File: src/rtl/instr_refill_ctrl.sv
// instr_refill_ctrl: miss/refill controller for the L1 instruction cache.
// On a fetch miss it stalls fetch, reads the whole line from main memory one
// word at a time, writes each returned word into the cache fill port, then
// commits the line (tag + valid) and releases the stall.
//
// Handshakes: a memory request transfers on a cycle where mem_req_o and
// mem_ready_i are both high; while mem_req_o is high and mem_ready_i is low,
// mem_addr_o is held stable. Responses (mem_rvalid_i) carry no ready, arrive
// in request order, and are consumed unconditionally on the cycle they are
// valid. fill_wr_o and fill_commit_o are single-cycle strobes with no back
// pressure.
module instr_refill_ctrl #(
  parameter  int LINE_WORDS = 4,
  parameter  int ADDR_WIDTH = 32,
  localparam int WORD_W     = $clog2(LINE_WORDS)
) (
  input  logic                  clk,
  input  logic                  rst,
  input  logic                  fetch_req_i,
  input  logic [ADDR_WIDTH-1:0] fetch_addr_i,
  input  logic                  l1_hit_i,
  input  logic                  flush_i,
  output logic                  stall_o,
  output logic                  mem_req_o,
  output logic [ADDR_WIDTH-1:0] mem_addr_o,
  input  logic                  mem_ready_i,
  input  logic                  mem_rvalid_i,
  input  logic [31:0]           mem_rdata_i,
  output logic                  fill_wr_o,
  output logic [WORD_W-1:0]     fill_word_o,
  output logic [31:0]           fill_data_o,
  output logic [ADDR_WIDTH-1:0] fill_addr_o,
  output logic                  fill_commit_o,
  output logic [2:0]            dbg_state_o
);

  localparam int CNT_W = WORD_W + 1;
  localparam logic [CNT_W-1:0]      LAST_CNT = CNT_W'(LINE_WORDS);
  localparam logic [CNT_W-1:0]      LAST_ISS = CNT_W'(LINE_WORDS - 1);
  localparam logic [ADDR_WIDTH-1:0] OFF_MASK = ADDR_WIDTH'(4 * LINE_WORDS - 1);
  localparam logic [ADDR_WIDTH-1:0] WORD_STEP = ADDR_WIDTH'(4);

  typedef enum logic [2:0] {
    S_IDLE   = 3'd0,
    S_ISSUE  = 3'd1,
    S_WAIT   = 3'd2,
    S_COMMIT = 3'd3,
    S_DRAIN  = 3'd4
  } state_t;

  state_t           state;
  logic [CNT_W-1:0] iss_cnt;   // requests accepted by memory
  logic [CNT_W-1:0] ret_cnt;   // responses consumed

  logic                  miss;
  logic                  accept;
  logic [ADDR_WIDTH-1:0] line_base;
  logic                  drain_done;

  // Miss detection, request transfer and line base address.
  always_comb begin
    miss       = fetch_req_i && !l1_hit_i && !flush_i;
    accept     = mem_req_o && mem_ready_i;
    line_base  = fetch_addr_i & ~OFF_MASK;
    drain_done = (ret_cnt + CNT_W'(mem_rvalid_i)) == iss_cnt;
  end

  // Stall rises combinationally in the miss cycle and holds until back in IDLE.
  always_comb begin
    stall_o     = (state != S_IDLE) || miss;
    dbg_state_o = state;
  end

  // Refill FSM with registered request, fill and commit outputs.
  always_ff @(posedge clk) begin
    if (rst) begin
      state         <= S_IDLE;
      iss_cnt       <= '0;
      ret_cnt       <= '0;
      fill_addr_o   <= '0;
      mem_req_o     <= 1'b0;
      mem_addr_o    <= '0;
      fill_wr_o     <= 1'b0;
      fill_word_o   <= '0;
      fill_data_o   <= '0;
      fill_commit_o <= 1'b0;
    end else begin
      fill_wr_o     <= 1'b0;
      fill_commit_o <= 1'b0;
      case (state)
        S_IDLE: begin
          // Responses arriving here are stale or erroneous and are dropped.
          if (miss) begin
            fill_addr_o <= line_base;
            mem_addr_o  <= line_base;
            mem_req_o   <= 1'b1;
            iss_cnt     <= '0;
            ret_cnt     <= '0;
            state       <= S_ISSUE;
          end
        end
        S_ISSUE, S_WAIT: begin
          // A request accepted in the flush cycle is still outstanding in
          // memory, so it is counted and its response drained later.
          if (accept) begin
            iss_cnt <= iss_cnt + 1'b1;
            if (iss_cnt == LAST_ISS) begin
              mem_req_o <= 1'b0;
            end else begin
              mem_addr_o <= mem_addr_o + WORD_STEP;
            end
          end
          if (flush_i) begin
            mem_req_o <= 1'b0;
            if (mem_rvalid_i) begin
              ret_cnt <= ret_cnt + 1'b1;
            end
            state <= S_DRAIN;
          end else begin
            if (mem_rvalid_i && (ret_cnt != LAST_CNT)) begin
              fill_wr_o   <= 1'b1;
              fill_word_o <= ret_cnt[WORD_W-1:0];
              fill_data_o <= mem_rdata_i;
              ret_cnt     <= ret_cnt + 1'b1;
            end
            if (ret_cnt == LAST_CNT) begin
              // Final word's fill write is on the port this cycle.
              fill_commit_o <= 1'b1;
              state         <= S_COMMIT;
            end else if (accept && (iss_cnt == LAST_ISS)) begin
              state <= S_WAIT;
            end
          end
        end
        S_COMMIT: begin
          // Line is complete; a flush here cannot cancel the commit.
          state <= S_IDLE;
        end
        S_DRAIN: begin
          if (mem_rvalid_i) begin
            ret_cnt <= ret_cnt + 1'b1;
          end
          if (drain_done) begin
            state <= S_IDLE;
          end
        end
        default: begin
          state     <= S_IDLE;
          mem_req_o <= 1'b0;
        end
      endcase
    end
  end

endmodule

File: config.mk
export PLATFORM = sky130hd
export DESIGN_NAME = instr_refill_ctrl
export DESIGN_NICKNAME = d
export VERILOG_FILES = /design/src/rtl/instr_refill_ctrl.sv
export SDC_FILE = /design/constraint.sdc
export NUM_CORES = 1
export LEC_CHECK = 0
export CAP_MARGIN = 30
export CORE_UTILIZATION = 41
export CTS_CLUSTER_SIZE = 12
export DETAILED_ROUTE_END_ITERATION = 8
export GPL_ROUTABILITY_DRIVEN = 0
export GPL_TIMING_DRIVEN = 0
export PLACE_DENSITY = 0.77
export SYNTH_ARGS = -nofsm -noshare
export SYNTH_HDL_FRONTEND = slang
export SYNTH_SLANG_ARGS = --single-unit
File: constraint.sdc
create_clock -name clk -period 2.1 [get_ports clk]
set_input_delay 0.42 -clock clk [delete_from_list [all_inputs] [get_ports clk]]
set_output_delay 0.42 -clock clk [all_outputs]
set_load 0.02 [all_outputs]
==> results of run 1 <==
registers in the layout, summed over array words and instances (netlist names):
name,cells
dbg_state_o,3
mem_req_o,1
fill_addr_o,28
iss_cnt,3
fill_data_o,32
fill_wr_o,1
fill_commit_o,1
mem_addr_o,30
ret_cnt,3
fill_word_o,2
worst paths after layout:
path | end | depth (start not counted) | start
setup reg to reg | mem_addr_o[16] | 6 | mem_addr_o[3]
hold / removal | fill_data_o[3] | 2 | fill_data_o[3]
setup / recovery | mem_addr_o[9] | 7 | mem_ready_i
hold reg to reg | fill_data_o[3] | 2 | fill_data_o[3]
routing by layer:
metal,GRT usage,part of all wire
met1,0.3117,0.38
met2,0.4554,0.48
met3,0.06859,0.10
met4,0.1505,0.036
met5,0,0
kinds of logic (layout without fill, tap and decap cells):
family          count (synthesis)  in the layout  share of synthesized area
compound gates                179            179                     0.2210
mux                             6              6                    0.01245
fa+ha+maj                       7              7                    0.01778
xor+xnor                        5              5                    0.01321
other cells                     1              6                  0.0007615
simple gates                  270            270                     0.2561
flops                         104            104                     0.4228
buf+inv                        61            251                    0.05589
final cells by class:
type	count	area, um^2	area share
inverter	11	41.29	0.005640
clock inverter	2	13.76	0.001880
multi-input combinational	473	2720	0.3716
tap	143	178.9	0.02444
timing repair buffer	176	1728	0.2360
clock buffer	13	270.3	0.03692
sequential	104	2095	0.2861
buffer	49	274.0	0.03743
through the flow:
step	hold WS, ns	total power [mW]
floorplan	0.4653	3.999
global placement	0.4408	4.990
detailed placement	0.4472	5.058
CTS	0.4481	6.810
global route	0.4603	7.313
finish	0.4520	6.974
where the power goes:
group	internal [mW]	leakage, nW	switching, mW
registers	2.18	0.847	0.194
clock network	0.897	0.142	0.758
logic	1.17	1.57	1.78
total	4.24	2.56	2.73
layout by cell type, fill, tap and decap left out, drive strengths merged, types with 3 or more instances in the layout:
| cell type | synthesis | routed |
|---|---|---|
| ha | 7 | 7 |
| a2bb2oi | 3 | 3 |
| nand3 | 21 | 21 |
| o2111ai | 3 | 3 |
| a311oi | 4 | 4 |
| buf | 23 | 36 |
| nor2 | 35 | 35 |
| nand4 | 6 | 6 |
| a21boi | 4 | 4 |
| a211oi | 8 | 8 |
| a22oi | 3 | 3 |
| o22ai | 7 | 7 |
| dfxtp | 104 | 104 |
| and3 | 6 | 6 |
| and2 | 9 | 9 |
| or2 | 4 | 4 |
| o21ai | 18 | 18 |
| a21oi | 93 | 93 |
| conb | 1 | 6 |
| o21bai | 3 | 3 |
| o31ai | 4 | 4 |
| and4 | 3 | 3 |
| mux2i | 5 | 5 |
| nor4 | 12 | 12 |
| inv | 11 | 11 |
| o211ai | 3 | 3 |
| nand2b | 5 | 5 |
| clkdlybuf4s50 | 0 | 161 |
| clkbuf | 27 | 39 |
| nor3 | 8 | 8 |
| a31oi | 6 | 6 |
| nand4b | 3 | 3 |
| nand2 | 148 | 148 |
| or4 | 4 | 4 |
| o32ai | 4 | 4 |
| xnor2 | 3 | 3 |
timing repair:
| action | 4_1_cts | 5_1_grt |
|---|---|---|
| buffers inserted | 9 | 3 |
| endpoints found under the setup margin | 103 | 92 |
| pin swaps | 3 | 7 |
| resized for setup | 37 | 36 |
worst max-delay path: cells and delay by family:
| kind | cells | cell delay (ns) |
|---|---|---|
| compound gates | 2 | 0.33 |
| buf+inv | 2 | 0.71 |
| simple gates | 3 | 0.84 |
==> impl_metrics.toml, run 1 <==
[status]
status = "finished with violations"
violations = "design-rule violations"

[place]
place_area_mm2 = 0.006765
dp_slack_ns = -0.6024
placed_cells = 945
dpl.hpwl_um = 12060
port_buffers = 164

[yosys]
yosys_warnings = 0
synth_edf_count = 0
syn_avg_cell_area_um2 = 7.780
synth_cell_types = 63
ys_seq_area_frac = 0.4228
syn_area_mm2 = 0.004925
synth.most_common_cell = "nand2_1"
yosys-top-cells-count = "148 x nand2_1, 104 x dfxtp_1, 93 x a21oi_1"
postSynthCellCount = 633
ys_ff_latch = 104
async_flop_share = 0
synth_top_cell_by_area = "dfxtp_1"
synthFlopType = "dfxtp_1"
synth_top_area_share = 0.4228
synthTopCellsByArea = "dfxtp_1 42%, nand2_1 11%, a21oi_1 9.5%"

[power_and_ir_drop]
p_per_area_mw_per_mm2 = 952.7
peakVddDrop_v = 0.0005827
power.leakage_nw = 2.562

[detailed_routing]
drt-pass1-iter-count = 8
wl_um = 16750
first_iter_violations = 446
drc = 12
antenna_left = 0
vias = 5549
vias_per_cell = 5.715
wl_per_cell_um = 17.25

[clocking]
clkLatencyLatePin_ns = 0.36
cts_num_sinks = 104
cts.htree.levels = 3
clk_path_buf_depth = 2
hold_buffers = 0
cts_tree = "yes"
path_clk_slew_ns = 0.07
root_buffer = "clkbuf_16"
cts-buffers-inserted = 9

[setup_path]
cpPeakStageDelay_ns = 0.57
path_cells = "clkdlybuf4s50_1 > nand2_2 > or4_4 > nand2_2 > buf_6 > a21oi_1 > a211oi_1"
r2r_setup_slack_ns = 0.06
cpMostUsedCell = "nand2_2"
critical_path.max_fanout = 10
critPathArrivalTime_ns = 2.31
end_kind = "register"
cp-start-kind = "input pin"
worstPathRequired_ns = 2.35
timing_worst_setup_path_type = "input pin to register"
slowest_stage = "or4_4"

[floorplanning]
start_util = 0.4258
die_w_um = 111.6
std_cell_rows = 39
dieArea_mm2 = 0.01245
die_h_um = 111.6
core_mm2 = 0.01156
io_pins = 176

[finish]
post-route-util = 0.6330
fill_cells = 981
synthToLayoutAreaGrowth_pct = 48.65
fin_cells = 971
design_area_mm2 = 0.007321
antenna_cells = 0
nNetsFinal = 902
layout-drive-gt1-share = 0.1268

[global_route]
grt_util_all_layers = 0.2695
grt_pass1_vias = 5290
grt_pass1_wl_um = 26520
antenna_found_initial = 0
grt_max_degree = 16
overflow = 0

[sta]
tightestPinTransition_ns = 0.7259
min_period_ns = 2.056
fmax_mhz = 486.3
slew_headroom = 0.5161
maxSlewViolCount = 0
rsz0062_at_grt = "true"
timing.final.crit_share = 0.9792
clock_skew_ns = 0.01188
hold_viol_final = 0
worst_slack_ns = 0.04361
setup_viol = 0
setup_tns_ns = 0

[job]
cap_viol_max_count = 0

[min_path]
hp-class = "register to register"
Note: power is estimated with default switching activity, not from simulation.
==> run 2: changes to the inputs <==
Settings changed: ABC_AREA from default to 0, HOLD_SLACK_MARGIN from default to 0.15.
==> results of run 2 <==
Final layout, timing and power as in run 1 (identical DEF).
==> run 3: changes to the inputs <==
Settings changed: CORE_UTILIZATION 41 to 45, GPL_ROUTABILITY_DRIVEN 0 to 1, GPL_TIMING_DRIVEN 0 to default, PLACE_DENSITY 0.77 to 0.8.
Clock period 2.1 ns to 2.3 ns, I/O delays scaled along.
==> impl_metrics.toml, run 3 (synthesized netlist as in run 1, its figures left out) <==
[setup_path]
reg2reg_to = "mem_addr_o[27]"
timing_worst_setup_path_type = "input pin to output pin"
reg2reg_from = "mem_addr_o[4]"
critical_path.max_fanout = 2
path_cells = "clkdlybuf4s50_1 > nor3b_2 > nor3_2 > inv_1 > dlygate4sd2_1"
critical_path_buf_inv_count = 3
r2r_setup_slack_ns = 0.15
cp-start-kind = "input pin"
end_kind = "output pin"
worstPathRequired_ns = 1.84
critPathArrivalTime_ns = 1.72
slowest_stage = "clkdlybuf4s50_1"
path_delay_family = "buffers and inverters"
worstRegToRegCells = 5
cpPeakStageDelay_ns = 0.44
cp-startpoint = "flush_i"

[place]
dp_slack_ns = -0.1982
dpl.hpwl_um = 10520
port_buffers = 165
place_congestion = 0.9158

[min_path]
min_path_cells = 2
hp-class = "register to register"
hold_start = "fill_data_o[19]"
holdPathEnd = "fill_data_o[19]"

[clocking]
post-cts-setup-buffers = 0
cts_num_sinks = 104
hold_buffers = 0
cts_tree = "yes"
cts-buffers-inserted = 9
cts.htree.levels = 3
root_buffer = "clkbuf_8"
clk_path_buf_depth = 2
path_clk_slew_ns = 0.10
clkLatencyLatePin_ns = 0.37

[detailed_routing]
wl_per_cell_um = 15.31
first_iter_violations = 282
vias = 5294
vias_per_cell = 5.579
drc = 0
antenna_left = 0
wl_um = 14530
drt-pass1-iter-count = 4

[finish]
reg_top3 = "fill_data_o: 32 flops, mem_addr_o: 30 flops, fill_addr_o: 28 flops"
antenna_cells = 0
final_cell_mix = "163 x clkdlybuf4s50_1, 148 x nand2_1, 102 x dfxtp_1"
final_common_cell = "clkdlybuf4s50_1"
synthToLayoutAreaGrowth_pct = 44.79
layout-drive-gt1-share = 0.1009
largest_reg_flops = 32
top_register = "fill_data_o"
nNetsFinal = 886

[sta]
rsz0062_at_grt = "false"
min_period_ns = 2.180
hold_viol_final = 0
fmax_mhz = 458.6
worst_hold_slack_ns = 0.4582
timing.final.crit_share = 0.9480
worst_slack_ns = 0.1195
slew_headroom = 0.6578
setup_viol = 0
tightestPinTransition_ns = 0.5094
maxSlewViolCount = 0
clock_skew_ns = 0.02253

[floorplanning]
io_pins = 176
core_mm2 = 0.01046
std_cell_rows = 37
dieArea_mm2 = 0.01137
start_util = 0.4707
die_h_um = 106.6
die_w_um = 106.6

[global_route]
grt_max_degree = 38
grt_util_all_layers = 0.2584
overflow = 0
antenna_found_initial = 0
grt_pass1_wl_um = 24140
grt_pass1_vias = 5284

[power_and_ir_drop]
power.leakage_nw = 2.483
peakVddDrop_v = 0.0005281
p_per_area_mw_per_mm2 = 827.5

[status]
status = "completed"

[job]
cap_viol_max_count = 0
==> run 3: what timing repair did <==
action,CTS,global route
cloned,0,0
resized for setup,2,6
endpoints found under the setup margin,1,4
==> run 3: worst reg2reg max path: stages (launching register included) <==
cell     delay [ns]
dfxtp_1        0.48
nand4_1        0.23
or4_4          0.52
nor4_4         0.36
mux2_2         0.38
a31oi_1        0.12
==> run 3: final cells by class <==
class | count | area [um^2]
flip-flops and latches | 104 | 2085
clock buffers | 9 | 123.9
fillers | 903 | 3332
multi-input cells | 473 | 2611
well taps | 136 | 170.2
repair buffers | 209 | 2028
clock inverters | 7 | 71.32
inverters | 11 | 41.29
==> run 3: layer usage <==
metal | GRT usage | vias up | part of all wire
met4 | 0.08806 | 0 | 0.018
met5 | 0 | - | 0
met1 | 0.3072 | 2497 | 0.41
met3 | 0.06748 | 20 | 0.085
met2 | 0.4493 | 203 | 0.48
li1 | - | 2574 | -
==> run 3: worst max path at each step <==
stage	end	slack, ns	cells past startpoint
3_5_place_dp	dbg_state_o[0]	-0.20	8
6_report	stall_o	0.12	5
4_1_cts	dbg_state_o[2]	0.09	1
2_1_floorplan	mem_addr_o[27]	0.20	5
5_1_grt	mem_addr_o[27]	0.005	5
3_3_place_gp	dbg_state_o[0]	-0.13	8
==> run 3: power by group <==
part           internal [mW]  leakage (nW)  switching, mW  total (mW)
sequential              1.99         0.843          0.200        2.19
combinational           1.12          1.54           1.45        2.57
clock                  0.426        0.0991          0.718        1.14
total                   3.53          2.48           2.37        5.90
==> run 3: per-stage QoR <==
step / utilization / area, um^2 / total power [mW] / setup TNS [ns] / instances
2_1_floorplan: - / 4943 / 3.651 / 0 / 638
3_3_place_gp: 0.6610 / 6915 / 4.661 / -0.3401 / 933
3_5_place_dp: 0.6610 / 6915 / 4.744 / -1.513 / 933
4_1_cts: 0.6800 / 7114 / 5.875 / 0 / 949
5_1_grt: 0.6815 / 7131 / 6.222 / 0 / 949
6_report: 0.6815 / 7131 / 5.900 / 0 / 949
